**config.mk**
```make
export PLATFORM = sky130hd
export DESIGN_NAME = regfile_wb_arbiter
export DESIGN_NICKNAME = d
export VERILOG_FILES = /design/src/rtl/regfile_pkg.sv /design/src/rtl/regfile_wb_arbiter_rr_arbiter.sv /design/src/rtl/regfile_wb_arbiter.sv
export SDC_FILE = /design/constraint.sdc
export NUM_CORES = 1
export LEC_CHECK = 0
export BUFFER_PORTS_ARGS = -buffer_cell sky130_fd_sc_hd__buf_2
export CAP_MARGIN = 20
export CORE_MARGIN = 2
export CORE_UTILIZATION = 39
export DETAILED_ROUTE_END_ITERATION = 8
export PLACE_DENSITY = 0.81
export SYNTH_ARGS = -nofsm -noshare
export SYNTH_HDL_FRONTEND = slang
export SYNTH_HIERARCHICAL = 1
export SYNTH_SLANG_ARGS = --single-unit
```
**constraint.sdc**
```tcl
create_clock -name clk_i -period 2.13 [get_ports clk_i]
set_input_delay 0.3195 -clock clk_i [delete_from_list [all_inputs] [get_ports clk_i]]
set_output_delay 0.3195 -clock clk_i [all_outputs]
set_load 0.01 [all_outputs]
```
**src/rtl/regfile_pkg.sv**
```systemverilog
// ---------------------------------------------------------------------------
// regfile_pkg
// Shared definitions for the register-file write-back path.
//   REG_DATA_W / REG_ADDR_W : default data and address widths
//   rf_wr_t                 : one register-file write {we, addr, data}
//   rr_next()               : round-robin successor of a pointer modulo nreq
// ---------------------------------------------------------------------------
package regfile_pkg;

    localparam int REG_DATA_W = 32;
    localparam int REG_ADDR_W = 5;

    typedef struct packed {
        logic                  we;
        logic [REG_ADDR_W-1:0] addr;
        logic [REG_DATA_W-1:0] data;
    } rf_wr_t;

    // Next index after ptr, wrapping at nreq (nreq need not be a power of two).
    function automatic int unsigned rr_next(input int unsigned ptr, input int unsigned nreq);
        int unsigned nxt;
        if (ptr + 32'd1 >= nreq) begin
            nxt = 32'd0;
        end else begin
            nxt = ptr + 32'd1;
        end
        return nxt;
    endfunction

endpackage

```
**src/rtl/regfile_wb_arbiter_rr_arbiter.sv**
```systemverilog
// ---------------------------------------------------------------------------
// rr_arbiter
// Combinational round-robin arbiter. Searches ptr+1, ptr+2, ... modulo NREQ
// and grants the first requester found.
// Ports:
//   req_i  [NREQ-1:0]  request vector
//   ptr_i  [IDX_W-1:0] index granted most recently (search starts after it)
//   gnt_o  [NREQ-1:0]  one-hot-or-zero grant
//   idx_o  [IDX_W-1:0] encoded index of the grant (0 when none)
//   any_o              a grant was made
// ---------------------------------------------------------------------------
module rr_arbiter
    import regfile_pkg::*;
#(
    parameter int NREQ  = 3,
    parameter int IDX_W = $clog2(NREQ)
) (
    input  logic [NREQ-1:0]  req_i,
    input  logic [IDX_W-1:0] ptr_i,
    output logic [NREQ-1:0]  gnt_o,
    output logic [IDX_W-1:0] idx_o,
    output logic             any_o
);

    logic [IDX_W-1:0] cand_s;

    // Walk the candidates in rotating order; the first active one wins.
    always_comb begin
        gnt_o  = {NREQ{1'b0}};
        idx_o  = {IDX_W{1'b0}};
        any_o  = 1'b0;
        cand_s = ptr_i;
        for (int k = 0; k < NREQ; k++) begin
            cand_s = IDX_W'(rr_next(32'(cand_s), 32'(NREQ)));
            if (!any_o && req_i[cand_s]) begin
                any_o         = 1'b1;
                gnt_o[cand_s] = 1'b1;
                idx_o         = cand_s;
            end else begin
            end
        end
    end

endmodule

```
**src/rtl/regfile_wb_arbiter.sv**
```systemverilog
// ---------------------------------------------------------------------------
// regfile_wb_arbiter
// Write-back arbiter for the single write port of the register file.
// Grants one of NREQ producers per cycle (round-robin), registers the winning
// write towards the register file and flags read-after-write hazards for the
// two read ports.
// Ports:
//   clk_i, rst_i            clock, asynchronous active-high reset
//   hold_i                  suppress all grants this cycle
//   req_valid_i/addr_i/data_i  packed producer requests (i at [i*W +: W])
//   req_ready_o             one-hot-or-zero grant (combinational)
//   rf_we_o/waddr_o/wdata_o registered register-file write
//   last_gnt_o              most recently granted index
//   chk_addr_a_i/b_i        read addresses to check
//   hzd_a_o/hzd_b_o         pending write targets the checked address
// Build option: REGWB_ZERO_REG_EN makes register 0 hardwired zero (writes to
// it complete their handshake but are not issued; no hazards on address 0).
// ---------------------------------------------------------------------------
module regfile_wb_arbiter
    import regfile_pkg::*;
#(
    parameter int NREQ   = 3,
    parameter int DATA_W = REG_DATA_W,
    parameter int ADDR_W = REG_ADDR_W
) (
    input  logic                     clk_i,
    input  logic                     rst_i,
    input  logic                     hold_i,
    input  logic [NREQ-1:0]          req_valid_i,
    input  logic [NREQ*ADDR_W-1:0]   req_addr_i,
    input  logic [NREQ*DATA_W-1:0]   req_data_i,
    output logic [NREQ-1:0]          req_ready_o,
    output logic                     rf_we_o,
    output logic [ADDR_W-1:0]        rf_waddr_o,
    output logic [DATA_W-1:0]        rf_wdata_o,
    output logic [$clog2(NREQ)-1:0]  last_gnt_o,
    input  logic [ADDR_W-1:0]        chk_addr_a_i,
    input  logic [ADDR_W-1:0]        chk_addr_b_i,
    output logic                     hzd_a_o,
    output logic                     hzd_b_o
);

    localparam int IDX_W = $clog2(NREQ);

`ifdef REGWB_ZERO_REG_EN
    localparam logic ZERO_REG_EN = 1'b1;
`else
    localparam logic ZERO_REG_EN = 1'b0;
`endif

    logic [NREQ-1:0]   gnt_s;
    logic [IDX_W-1:0]  gnt_idx_s;
    logic              gnt_any_s;
    logic              fire_s;
    logic              wr_en_s;
    logic [ADDR_W-1:0] sel_addr_s;
    logic [DATA_W-1:0] sel_data_s;

    logic              we_q,    we_d;
    logic [ADDR_W-1:0] waddr_q, waddr_d;
    logic [DATA_W-1:0] wdata_q, wdata_d;
    logic [IDX_W-1:0]  ptr_q,   ptr_d;

    rr_arbiter #(
        .NREQ  (NREQ),
        .IDX_W (IDX_W)
    ) u_rr_arbiter (
        .req_i (req_valid_i),
        .ptr_i (ptr_q),
        .gnt_o (gnt_s),
        .idx_o (gnt_idx_s),
        .any_o (gnt_any_s)
    );

    // Qualify the raw arbiter grant with hold and reset.
    always_comb begin
        if (hold_i || rst_i) begin
            req_ready_o = {NREQ{1'b0}};
            fire_s      = 1'b0;
        end else begin
            req_ready_o = gnt_s;
            fire_s      = gnt_any_s;
        end
    end

    // One-hot AND-OR mux of the granted requester's address and data.
    always_comb begin
        sel_addr_s = {ADDR_W{1'b0}};
        sel_data_s = {DATA_W{1'b0}};
        for (int i = 0; i < NREQ; i++) begin
            sel_addr_s = sel_addr_s | ({ADDR_W{gnt_s[i]}} & req_addr_i[i*ADDR_W +: ADDR_W]);
            sel_data_s = sel_data_s | ({DATA_W{gnt_s[i]}} & req_data_i[i*DATA_W +: DATA_W]);
        end
    end

    // A write to the hardwired zero register is accepted but never issued.
    assign wr_en_s = ~(ZERO_REG_EN & (sel_addr_s == {ADDR_W{1'b0}}));

    // Next state: load on grant; otherwise drop we and keep addr/data/pointer.
    always_comb begin
        we_d    = 1'b0;
        waddr_d = waddr_q;
        wdata_d = wdata_q;
        ptr_d   = ptr_q;
        if (fire_s) begin
            we_d    = wr_en_s;
            waddr_d = sel_addr_s;
            wdata_d = sel_data_s;
            ptr_d   = gnt_idx_s;
        end else begin
            we_d    = 1'b0;
        end
    end

    // Output write register and round-robin pointer.
    always_ff @(posedge clk_i or posedge rst_i) begin
        if (rst_i) begin
            we_q    <= 1'b0;
            waddr_q <= {ADDR_W{1'b0}};
            wdata_q <= {DATA_W{1'b0}};
            ptr_q   <= IDX_W'(NREQ - 1);
        end else begin
            we_q    <= we_d;
            waddr_q <= waddr_d;
            wdata_q <= wdata_d;
            ptr_q   <= ptr_d;
        end
    end

    assign rf_we_o    = we_q;
    assign rf_waddr_o = waddr_q;
    assign rf_wdata_o = wdata_q;
    assign last_gnt_o = ptr_q;

    // Hazard: the registered write lands at the next edge on a checked address.
    always_comb begin
        hzd_a_o = we_q & (waddr_q == chk_addr_a_i)
                & ~(ZERO_REG_EN & (waddr_q == {ADDR_W{1'b0}}));
        hzd_b_o = we_q & (waddr_q == chk_addr_b_i)
                & ~(ZERO_REG_EN & (waddr_q == {ADDR_W{1'b0}}));
    end

endmodule
```
After elaboration in Yosys (flattened, before gate mapping)

Cells that the tools add are included.

Bits in latches: 0
Input port bits: 127
Output and inout bits: 45
RAM bits: 0
Memories kept: 0
Register bits after elaboration: 40
Bits in read-only memories: 0

Bitwise logic cells: 14
Shifts and indexed selects: 0
Multiplexer cells: 27
Order comparisons: 9
Eq/ne operators: 2
Multipliers: 0
Div/mod/pow operators: 0
Reductions and logical operators: 8
Add/subtract/negate cells: 3

Operator list:

| kind                                                               | count |
|---|---|
| bitwise AND 32 bit                                                 | 3 |
| bitwise OR 32 bit                                                  | 2 |
| bitwise AND 5 bit                                                  | 3 |
| two-way mux 2 bit                                                  | 6 |
| two-way mux 3 bit                                                  | 4 |
| two-way mux 1 bit                                                  | 11 |
| equality test 5 bit                                                | 2 |
| bitwise OR 5 bit                                                   | 2 |
| adder 2 x 1 -> 3 bit (second input constant)                       | 3 |
| greater-or-equal comparator 3 x 2 -> 1 bit (second input constant) | 3 |
| less-than comparator 2 x 3 -> 1 bit (second input constant)        | 3 |
| binary-select mux 1 bit (select 2 bit)                             | 3 |
| demux 1 bit (select 2 bit)                                         | 3 |
| greater-or-equal comparator 2 x 1 -> 1 bit (second input constant) | 3 |
| bitwise OR 3 bit                                                   | 2 |
| logical AND 1 bit                                                  | 5 |
| bitwise AND 1 bit                                                  | 2 |
| logical NOT 1 bit                                                  | 2 |
| logical OR 1 bit                                                   | 1 |

Depth between registers and ports, before layout

Gate-level depths: netlist (run 1).

Depth after elaboration: 18
Gate-level depth with buffers: 6

Modules after synthesis

The synthesis (run 1) kept the hierarchy.

Modules (own cells, without submodules):

| module             | instances | cells each | area an instance (um^2) |
|---|---|---|---|
| regfile_wb_arbiter | 1         | 193        | 1974.4 |
| rr_arbiter         | 1         | 11         | 80.1 |

Least setup slack after synthesis (run 1)

No wires, ideal clock.

Path type: reg2out
Start: reg ptr_q[0], in the netlist last_gnt_o[0]
End: out req_ready_o[1]
Cell stages (with the launch flop): 6
Arrival time: 1.521 ns
Setup slack: 0.289 ns
Path buffers: 2
Required time: 1.811 ns
Cell sequence: dfrtp_1 or3b_1 a21bo_2 buf_2 buf_2 and2_1

Word-level cells in the longest chain between the ends: 16
Elaborated cells on any way between the ends: 42
Those cells by class: 3 x add/sub; 9 x order compare; 21 x mux; 2 x bitwise; 7 x reduce/logical

RTL lines:

| element                                                                                                                        | line                                | source |
|---|---|---|
| from (decl)                                                                                                                    | regfile_wb_arbiter.sv:62            | `logic [IDX_W-1:0] ptr_q, ptr_d;` |
| from (signal assigned)                                                                                                         | regfile_wb_arbiter.sv:121           | `ptr_q <= IDX_W'(NREQ - 1);` |
| from (signal assigned)                                                                                                         | regfile_wb_arbiter.sv:126           | `ptr_q <= ptr_d;` |
| adder 2 x 1 -> 3 bit (*)                                                                                                       | regfile_pkg.sv:25                   | `nxt = ptr + 32'd1;` |
| greater-or-equal comparator 3 x 2 -> 1 bit                                                                                     | regfile_pkg.sv:22                   | `if (ptr + 32'd1 >= nreq) begin` |
| two-way mux 2 bit (*)                                                                                                          | regfile_pkg.sv:22                   |  |
| adder 2 x 1 -> 3 bit                                                                                                           | regfile_pkg.sv:22                   |  |
| greater-or-equal comparator 3 x 2 -> 1 bit                                                                                     | regfile_pkg.sv:22                   |  |
| two-way mux 2 bit                                                                                                              | regfile_pkg.sv:22                   |  |
| adder 2 x 1 -> 3 bit                                                                                                           | regfile_pkg.sv:22                   |  |
| greater-or-equal comparator 3 x 2 -> 1 bit                                                                                     | regfile_pkg.sv:22                   |  |
| two-way mux 2 bit                                                                                                              | regfile_pkg.sv:22                   |  |
| less-than comparator 2 x 3 -> 1 bit (implied by the code) / greater-or-equal comparator 2 x 1 -> 1 bit (equally long branches) | regfile_wb_arbiter_rr_arbiter.sv:37 | `gnt_o[cand_s] = 1'b1;` |
| logical AND 1 bit (implied by the code)                                                                                        | regfile_wb_arbiter_rr_arbiter.sv:37 |  |
| two-way mux 1 bit (implied by the code)                                                                                        | regfile_wb_arbiter_rr_arbiter.sv:37 |  |
| demux 1 bit (select 2 bit)                                                                                                     | n/a                                 |  |
| bitwise OR 3 bit (no source line)                                                                                              | n/a                                 |  |
| two-way mux 3 bit (*)                                                                                                          | regfile_wb_arbiter_rr_arbiter.sv:35 | `if (!any_o && req_i[cand_s]) begin` |
| via gnt_s[1]                                                                                                                   | regfile_wb_arbiter.sv:51            | `logic [NREQ-1:0] gnt_s;` |
| two-way mux 3 bit (*)                                                                                                          | regfile_wb_arbiter.sv:77            | `if (hold_i \|\| rst_i) begin` |
| to (decl)                                                                                                                      | regfile_wb_arbiter.sv:32            | `output logic [NREQ-1:0] req_ready_o,` |

Mark *: on every way through the listed nets, which the timed path passes. The rest lies on a longest branch. The select of a mux whose other input is x is not followed.

Worst setup path in the final report (run 1)

Start: reg ptr_q[0], in the netlist last_gnt_o[0]
End: out req_ready_o[0]

The elaborated chain is that of the path after synthesis.

==> results.tsv, run 1 <==
stage	metric	value	unit
setup_path	worst_r2r_endpoint	rf_wdata_o[13]$_DFFE_PP0P_	
global_routing	grt-ovfl-total	0	
place	port_buffers	171	
power	p_total	2547	uW
sta	grt_setup_unrepaired	false	
clocking	cts-htree-levels	2	
drt	antenna_left	0	
synth	synth.most_common_cell	dfrtp_1	
sta	finalSetupTns	0	ns
drt	routedWlPerCell	15.41	um
synth	avgSynthCellArea	10.07	um2
synth	synth-edff-count	0	
setup_path	crit_required	1.81	ns
outcome	status	finished, final reports clean	
synth	ys_ff_latch	40	
job	drv_cap	0	
clocking	insertion_delay	0.28	ns
power	p_leak	0.001537	uW
clocking	clkSinkCount	40	
setup_path	cp-end-kind	output pin	
clocking	clock-root-buffer	clkbuf_8	
drt	drc	0	
synth	synth_top_flop_cell	dfrtp_1	
setup_path	reg2reg_from	last_gnt_o[1]$_DFFE_PP1P_	
setup_path	critPathKind	reg -> out	
clocking	numCtsBuffers	5	
synth	syn_inst	204	
drt	vias	2380	
drt	firstDrtPassIters	6	
sta	slew_headroom	0.6627	
floorplanning	fp.dieW	76.58	um
floorplanning	ios	172	
sta	fmax	489.2	MHz
clocking	cts_tree	yes	
synth	yosys_warnings	6	
drt	via_per_inst	5.397	
sta	drv_slew	0	
sta	setup_slack	0.08576	ns
global_routing	grt.total_usage	0.2241	
setup_path	reg2reg_slack	0.32	ns
sta	setup_viol_count_final	0	
floorplanning	die-area	0.005865	mm2
synth	netlist_area	0.002054	mm2
sta	min_period	2.044	ns
hold_path	hold_class	in -> async	
sta	post-route-period-util	0.9597	
drt	wirelength	6.795	mm
synth	ys_types	22	
floorplanning	start_util	0.4023	
synth	synth_top_area_frac	0.4750	
place	dp_hpwl	4.872	mm
cells_and_area	syn_to_final_growth	50.06	%
setup_path	critPathMaxFanout	19	
cells_and_area	n_antenna_cell	0	
synth	synth_area_leaders	dfrtp_1 (48%), a222oi_1 (18%), a21oi_1 (9.3%)	
clocking	clk_path_buf_depth	2	
sta	hold_violations	0	
power	ir_drop	0.3666	mV
setup_path	reg2reg_depth	5	
sta	tightest_slew	0.5060	ns
floorplanning	coreArea	0.005107	mm2
floorplanning	fp-row-count	26	
synth	async_flop_share	1.000	
power	power.density	826.0	mW/mm2
sta	skew	0.006081	ns
clocking	clkTransAtPathRegs	0.07	ns
synth	synthTopCellsByCount	dfrtp_1 (39), a21oi_1 (38), nor2_1 (38)	
cells_and_area	fill_cells	461	
place	place_ws	0.2568	ns
setup_path	cp-start-kind	flop	
global_routing	grt_pass1_vias	2273	
floorplanning	die_h	76.58	um
cells_and_area	drive_gt1_frac	0.5175	
setup_path	arrival	1.72	ns
global_routing	antenna_found_initial	0	
place	place_congestion	0.8126	
drt	drt_iter0_markers	267	
cells_and_area	nets	498	
global_routing	grt_pass1_wl	10.66	mm
global_routing	grt_max_degree	42	
synth	ys_seq_area_frac	0.4878	
synth	postSynthNetCount	331	
synth	synth_area_leader_cell	dfrtp_1	
==> power breakdown <==
group,switching [uW],internal [uW],total [uW]
clock,239,223,461
combinational,535,494,1030
sequential,120,936,1060
==> cells in the final DEF, fill, tap and decap left out <==
| cell type | netlist | final |
|---|---|---|
| or3_1 | 1 | 1 |
| dfstp_2 | 1 | 1 |
| o21a_1 | 2 | 2 |
| buf_12 | 0 | 1 |
| nor2_1 | 38 | 38 |
| xnor2_1 | 2 | 2 |
| nor3b_4 | 0 | 1 |
| a21oi_1 | 38 | 38 |
| mux2_1 | 2 | 2 |
| nor4_1 | 2 | 2 |
| and3_4 | 0 | 1 |
| buf_4 | 3 | 7 |
| a222oi_1 | 37 | 37 |
| and2_1 | 3 | 3 |
| buf_2 | 14 | 171 |
| clkinv_2 | 0 | 1 |
| nor2b_1 | 2 | 2 |
| a21bo_2 | 2 | 2 |
| nand2b_1 | 1 | 1 |
| clkbuf_16 | 0 | 1 |
| clkbuf_8 | 0 | 5 |
| xor2_1 | 8 | 8 |
| or3b_4 | 0 | 1 |
| dfrtp_1 | 39 | 39 |
| and3_1 | 3 | 2 |
| inv_1 | 1 | 1 |
| clkbuf_1 | 3 | 1 |
==> worst max-delay path, stage by stage (launching register included) <==
cell     delay (ns)
dfrtp_1        0.41
or3b_4         0.41
and3_4         0.20
buf_12         0.16
and2_1         0.14
buf_2          0.13
==> repair_timing <==
| item | 4_1_cts | 5_1_grt |
|---|---|---|
| gates resized for setup | 1 | 5 |
| endpoints found under the setup margin | 1 | 1 |
| buffers inserted | 0 | 0 |
| cloned | 0 | 1 |
| hold buffers | 0 | 0 |
==> kinds of logic (layout without fill, tap and decap cells) <==
logic type,Yosys count,after routing,share of synthesized area
mux,2,2,0.01096
buf+inv,21,188,0.05237
xor+xnor,10,10,0.04263
flops,40,40,0.4878
simple gates,52,52,0.1163
compound gates,79,79,0.2899
==> worst max-delay path by stage <==
stage,startpoint,to,slack (ns)
after global placement,req_valid_i[1],req_ready_o[0],0.30
after CTS,last_gnt_o[0]$_DFFE_PP0P_,req_ready_o[0],0.02
after floorplan,last_gnt_o[0]$_DFFE_PP0P_,req_ready_o[1],0.29
after detailed placement,req_valid_i[1],rf_wdata_o[11]$_DFFE_PP0P_,0.26
after global routing,last_gnt_o[0]$_DFFE_PP0P_,req_ready_o[0],0.03
final,last_gnt_o[0]$_DFFE_PP0P_,req_ready_o[0],0.09
==> registers in the layout, indices dropped and copies added, names as in the netlist <==
name	flops
rf_waddr_o	5
rf_we_o	1
last_gnt_o	2
rf_wdata_o	32
==> stage by stage <==
step,hold WS (ns),instance area (um2),util,std cells
finish,0.2000,3083,0.6036,441
global route,0.2420,3083,0.6036,441
CTS,0.2095,3042,0.5955,440
detailed placement,0.5129,2960,0.5796,433
global placement,0.5027,2960,0.5796,433
floorplan,0.5296,2054,-,204
==> metal layers <==
metal	global-route usage	up-vias	wire, um
li1	-	1134	-
met1	0.2646	1111	2669
met2	0.4142	131	3525
met3	0.05213	4	575
met4	0.04545	0	25
met5	0	-	0
==> area by class of cell <==
class | instances | area (um2) | share of cell area
inverter | 1 | 3.754 | 0.001218
timing repair buffer | 180 | 953.4 | 0.3093
multi-input combinational | 143 | 958.4 | 0.3109
sequential | 40 | 1002 | 0.3251
clock buffer | 6 | 72.57 | 0.02354
clock inverter | 1 | 5.005 | 0.001623
tap | 70 | 87.58 | 0.02841
No activity file was read; power rests on OpenSTA's default activity.
==> run 2: changes to the inputs <==
--- a/config.mk
+++ b/config.mk
@@ -5,12 +5,14 @@
 export SDC_FILE = /design/constraint.sdc
 export NUM_CORES = 1
 export LEC_CHECK = 0
+export ABC_AREA = 1
 export BUFFER_PORTS_ARGS = -buffer_cell sky130_fd_sc_hd__buf_2
 export CAP_MARGIN = 20
 export CORE_MARGIN = 2
-export CORE_UTILIZATION = 39
+export CORE_UTILIZATION = 42
 export DETAILED_ROUTE_END_ITERATION = 8
-export PLACE_DENSITY = 0.81
+export GPL_ROUTABILITY_DRIVEN = 0
+export PLACE_DENSITY = 0.83
 export SYNTH_ARGS = -nofsm -noshare
 export SYNTH_HDL_FRONTEND = slang
 export SYNTH_HIERARCHICAL = 1
==> run 2 against run 1 <==
Net effect: the flow now finishes with violations (negative setup slack); register-to-register slack worse by 0.24 ns; synthesized area up 25%; first-iteration DRC count fell by 23%; non-clock buffer count up 16; sequential cell count stayed put; largest power group is now combinational cells.
==> results.tsv, run 2 <==
stage	metric	value	unit
outcome	status	complete, but fails checks	
outcome	violations	negative setup slack	
sta	drv_slew	0	
sta	grt_setup_unrepaired	true	
global_routing	grt.total_usage	0.2379	
synth	syn_inst	412	
drt	drc	0	
sta	setup_viol_count_final	3	
place	dp_hpwl	6.077	mm
cells_and_area	regArea	0.001002	mm2
synth	ys_types	18	
sta	hold_slack	0.08732	ns
clocking	clkTransAtPathRegs	0.08	ns
setup_path	cp_top_family	simple AND/OR/NAND/NOR gates	
setup_path	cp-start-kind	flop	
power	ir_drop	1.336	mV
drt	firstDrtPassIters	5	
clocking	numCtsBuffers	5	
global_routing	antenna_found_initial	0	
drt	antenna_left	0	
floorplanning	fp.dieW	82.19	um
power	power.density	1426	mW/mm2
floorplanning	fp-row-count	28	
sta	hold_violations	0	
global_routing	grt-ovfl-total	0	
synth	synth-edff-count	0	
cells_and_area	final_cell_mix	nand2_1 (248), buf_2 (171), nand3_1 (39), dfrtp_1 (39), inv_1 (21)	
synth	ys_seq_area_frac	0.3904	
job	drv_cap	0	
global_routing	grt_max_degree	45	
floorplanning	coreArea	0.005921	mm2
drt	routedWlPerCell	13.11	um
clocking	cts_tree	yes	
setup_path	worst-path-stages	9	
clocking	clk_path_buf_depth	2	
synth	avgSynthCellArea	6.232	um2
place	placed_area	0.003452	mm2
setup_path	reg2reg_from	last_gnt_o[1]$_DFFE_PP1P_	
sta	tightest_slew	0.5408	ns
cells_and_area	drive_gt1_frac	0.3869	
clocking	clkSinkCount	40	
synth	yosys_warnings	6	
synth	postSynthNetCount	539	
setup_path	slowest_stage	dfstp_2	
synth	ys_ff_latch	40	
setup_path	path_cells	nor2_4, nand2_1, o21ai_2, nor2_2, nand3_1, nand3_2, inv_1, nor2_1, buf_2	
cells_and_area	syn_to_final_growth	49.85	%
setup_path	critPathMaxFanout	5	
synth	synth_top_area_frac	0.3801	
setup_path	cp-end-kind	output pin	
power	p_leak	0.002342	uW
synth	synth_area_leaders	dfrtp_1 (38%), nand2_1 (37%), nand3_1 (9.7%)	
cells_and_area	n_antenna_cell	0	
sta	skew	0.007171	ns
synth	synth_top_flop_cell	dfrtp_1	
synth	synth_area_leader_cell	dfrtp_1	
drt	via_per_inst	4.978	
synth	netlist_area	0.002567	mm2
drt	wirelength	8.807	mm
drt	drt_iter0_markers	205	
setup_path	reg2reg_depth	13	
setup_path	crit_path_max_incr_delay	0.62	ns
cells_and_area	multi_input_area	0.001446	mm2
global_routing	grt_pass1_vias	3056	
sta	min_period	2.233	ns
drt	vias	3345	
floorplanning	ios	172	
synth	synthTopCellsByCount	nand2_1 (251), nand3_1 (50), dfrtp_1 (39)	
sta	fmax	447.8	MHz
clocking	clock-root-buffer	clkbuf_8	
clocking	cts-htree-levels	2	
sta	slew_headroom	0.6390	
floorplanning	die_h	82.19	um
floorplanning	die-area	0.006754	mm2
floorplanning	start_util	0.4336	
synth	synth.most_common_cell	nand2_1	
sta	setup_slack	-0.1031	ns
cells_and_area	fill_cells	546	
cells_and_area	fin_area	0.003847	mm2
setup_path	startpoint	last_gnt_o[1]$_DFFE_PP1P_	
cells_and_area	largest_reg_flops	32	
cells_and_area	final_common_cell	nand2_1	
setup_path	critPathKind	reg -> out	
setup_path	crit_required	1.81	ns
sta	post-route-period-util	1.048	
setup_path	crit_buf_inv	2	
clocking	insertion_delay	0.29	ns
clocking	ctsHoldBuffers	0	
cells_and_area	nets	723	
synth	async_flop_share	1.000	
global_routing	grt_pass1_wl	12.58	mm
hold_path	hold_class	in -> async	
setup_path	arrival	1.91	ns
place	port_buffers	171	
==> run 2: timing repair <==
item	CTS	global route
endpoints found under the setup margin	3	41
cloned	0	2
pin swaps	6	10
setup buffers	11	6
resized for setup	8	26
==> run 2: per-stage QoR <==
| stage | cells | setup WS, ns | TNS (ns) | utilization | total power (uW) |
|---|---|---|---|---|---|
| 2_1_floorplan | 412 | 0.08535 | 0 | - | 3400 |
| 3_3_place_gp | 648 | 0.2505 | 0 | 0.5831 | 4231 |
| 3_5_place_dp | 648 | 0.1051 | 0 | 0.5831 | 4328 |
| 4_1_cts | 667 | -0.01548 | -0.01996 | 0.6183 | 5037 |
| 5_1_grt | 672 | -0.1566 | -0.4398 | 0.6498 | 5942 |
| 6_report | 672 | -0.1031 | -0.2196 | 0.6498 | 5487 |
==> run 2: cells by family after synthesis <==
group	count (synthesis)	share of synthesized area
compound gates	6	0.01170
simple gates	323	0.5102
buf+inv	43	0.08772
flops	40	0.3904
==> run 2: final timing paths <==
kind	to	slack, ns
worst min-delay path	rf_wdata_o[19]$_DFFE_PP0P_	0.09
min in group clk_i	rf_wdata_o[9]$_DFFE_PP0P_	0.34
max in group asynchronous	rf_wdata_o[13]$_DFFE_PP0P_	1.41
worst max-delay path	req_ready_o[0]	-0.10
worst max register to register	last_gnt_o[0]$_DFFE_PP0P_	0.08
worst min register to register	rf_wdata_o[15]$_DFFE_PP0P_	0.48
==> run 2: area by class of cell <==
type                    count  area share
multi-input cells         329      0.3759
repair buffers            196      0.2904
flip-flops and latches     40      0.2605
inverters                  24     0.02472
well taps                  75     0.02439
clock buffers               6     0.02146
clock inverters             2    0.002602
==> run 2: where the power goes <==
group	internal, uW	switching [uW]	leakage [uW]	total (uW)
sequential	1140	260	0.000506	1400
clock	259	260	0.0000510	519
combinational	1470	2100	0.00178	3570
total	2870	2620	0.00234	5490
==> run 2: layer usage <==
metal,part of all wire,vias up,track usage
met5,0,-,0
met4,0.028,0,0.1083
met3,0.069,25,0.03804
met2,0.50,166,0.4524
met1,0.40,1524,0.2545
li1,-,1630,-
==> run 2: worst reg2reg max path, delay by kind of cell, from the launching register on <==
| kind | cells | cell delay, ns |
|---|---|---|
| AND/OR/NAND/NOR | 7 | 0.72 |
| flip-flops | 1 | 0.62 |
| buffers and inverters | 5 | 0.58 |
| AO/OA/AOI/OAI | 1 | 0.07 |
==> run 3: changes to the inputs <==
--- a/config.mk
+++ b/config.mk
@@ -10,9 +10,11 @@
 export CAP_MARGIN = 20
 export CORE_MARGIN = 2
 export CORE_UTILIZATION = 42
+export CTS_CLUSTER_SIZE = 12
 export DETAILED_ROUTE_END_ITERATION = 8
 export GPL_ROUTABILITY_DRIVEN = 0
 export PLACE_DENSITY = 0.83
+export SKIP_LAST_GASP = 1
 export SYNTH_ARGS = -nofsm -noshare
 export SYNTH_HDL_FRONTEND = slang
 export SYNTH_HIERARCHICAL = 1
==> run 3 against run 2 <==
Net effect: the flow still finishes with violations (negative setup slack); final area grew 0.72%; total power is 0.97% higher; sequential cell count unchanged; critical path depth unchanged; count of clock-buffer cells in the layout is the same; clock skew decreased by 0.0017 ns; register-to-register slack got worse by 0.11 ns; sequential power hardly changed; routed wire length is 2.0% higher; die area unchanged; setup slack better by 0.0070 ns; critical path type unchanged; largest cell class unchanged.
==> results.tsv, run 3 (same netlist as run 2, synthesis figures left out) <==
stage	metric	value	unit
floorplanning	fp.dieW	82.19	um
setup_path	cp-end-kind	output pin	
global_routing	grt_pass1_vias	3043	
sta	min_period	2.226	ns
job	drv_cap	0	
sta	setup_viol_count_final	5	
global_routing	grt_max_degree	45	
clocking	clock-root-buffer	clkbuf_8	
drt	wirelength	8.984	mm
sta	setup_slack	-0.09603	ns
drt	antenna_left	0	
sta	fmax	449.2	MHz
clocking	cts_tree	yes	
cells_and_area	drive_gt1_frac	0.3993	
place	dp_hpwl	6.077	mm
drt	firstDrtPassIters	4	
power	p_leak	0.002364	uW
global_routing	grtUsageMet1	0.2524	
drt	via_per_inst	4.975	
global_routing	grt_util_met3	0.04022	
clocking	clkTransAtPathRegs	0.08	ns
outcome	status	complete, but fails checks	
drt	drt_iter0_markers	188	
power	power.density	1430	mW/mm2
global_routing	antenna_found_initial	0	
global_routing	gr-max-usage-layer	met2	
clocking	clkSinkCount	40	
sta	grt_setup_unrepaired	true	
cells_and_area	n_antenna_cell	0	
global_routing	grt-ovfl-total	0	
sta	skew	0.005471	ns
cells_and_area	largest_reg_flops	32	
sta	tightest_slew	0.5499	ns
cells_and_area	syn_to_final_growth	50.93	%
drt	routedWlPerCell	13.29	um
global_routing	grt_pass1_wl	12.54	mm
clocking	clk_path_buf_depth	2	
clocking	insertion_delay	0.28	ns
setup_path	cp-start-kind	flop	
power	p_total	5540	uW
cells_and_area	final_common_cell	nand2_1	
hold_path	hold_class	in -> async	
floorplanning	coreArea	0.005921	mm2
sta	slew_headroom	0.6329	
floorplanning	start_util	0.4336	
cells_and_area	nets	727	
clocking	cts-htree-levels	2	
sta	finalSetupTns	-0.2356	ns
sta	post-route-period-util	1.045	
outcome	violations	negative setup slack	
drt	vias	3363	
setup_path	critPathKind	reg -> out	
setup_path	critPathMaxFanout	5	
floorplanning	die_h	82.19	um
setup_path	arrival	1.91	ns
cells_and_area	final_cell_mix	nand2_1 (245), buf_2 (171), dfrtp_1 (39)	
sta	hold_violations	0	
power	ir_drop	1.418	mV
floorplanning	die-area	0.006754	mm2
place	port_buffers	171	
global_routing	groute.layer.met2.usage	0.4556	
setup_path	crit_required	1.81	ns
clocking	numCtsBuffers	5	
floorplanning	ios	172	
sta	drv_slew	0	
floorplanning	fp-row-count	28	
cells_and_area	fill_cells	536	
drt	drc	0	
global_routing	grt.total_usage	0.2374	
-- run 3: cell count changes in the layout (fill, tap and decap cells not counted), sizes merged --
cell,before,now
buf,194,199
clkbuf,8,7
-- run 3: report_power, final --
group	switching [uW]	total (uW)	internal, uW	leakage, uW
clock network	262	521	259	0.0000510
logic	2130	3610	1480	0.00181
registers	264	1410	1140	0.000506
total	2660	5540	2880	0.00236
-- run 3: per-stage QoR --
stage          instances  setup WS [ns]  hold slack [ns]  area, um2    util
4_1_cts              667       -0.01548          0.09808       3657  0.6177
6_report             676       -0.09603           0.1015       3875  0.6545
3_3_place_gp         648         0.2505           0.4058       3452  0.5831
3_5_place_dp         648         0.1051           0.4126       3452  0.5831
5_1_grt              676        -0.1354           0.1491       3875  0.6545
2_1_floorplan        412        0.08535           0.5152       2567       -
-- run 3: worst max-delay path, stage by stage (launching register included) --
cell     delay, ns
dfstp_2       0.63
nor2_4        0.09
nand2_2       0.12
nand3_4       0.10
nor2_4        0.16
nand3_1       0.13
nand3_2       0.11
inv_1         0.05
nor2_1        0.09
buf_2         0.13
-- run 3: what timing repair did --
action | 4_1_cts | 5_1_grt
endpoints found under the setup margin | 3 | 41
gates resized for setup | 7 | 31
gates cloned | 0 | 1
pin swaps | 6 | 14
hold buffers | 0 | 0
buffers inserted | 11 | 9
endpoints found under the hold margin | 0 | 0
-- run 3: metal layers --
metal	wire [um]	vias to the layer above
met5	0	-
met4	323	0
met3	616	30
met2	4575	175
met1	3469	1518
li1	-	1640
-- run 3: area by class of cell --
type                    count  area, um2  share of cell area
clock buffers               6      82.58             0.02131
clock inverters             2      10.01            0.002583
inverters                  24      95.09             0.02454
multi-input cells         329       1469              0.3791
flip-flops and latches     40       1002              0.2586
well taps                  75      93.84             0.02422
repair buffers            200       1122              0.2896
-- run 3: worst paths after layout --
check,from,end,slack (ns),depth (start not counted)
worst max-delay path,last_gnt_o[1]$_DFFE_PP1P_,req_ready_o[0],-0.1,9
worst min-delay path,rst_i,rf_wdata_o[0]$_DFFE_PP0P_,0.10,2
worst max register to register,last_gnt_o[1]$_DFFE_PP1P_,rf_wdata_o[29]$_DFFE_PP0P_,-0.03,13
worst min register to register,rf_wdata_o[8]$_DFFE_PP0P_,rf_wdata_o[8]$_DFFE_PP0P_,0.48,2
max in group asynchronous,rst_i,rf_wdata_o[13]$_DFFE_PP0P_,1.39,3
min in group clk_i,req_data_i[9],rf_wdata_o[9]$_DFFE_PP0P_,0.33,5
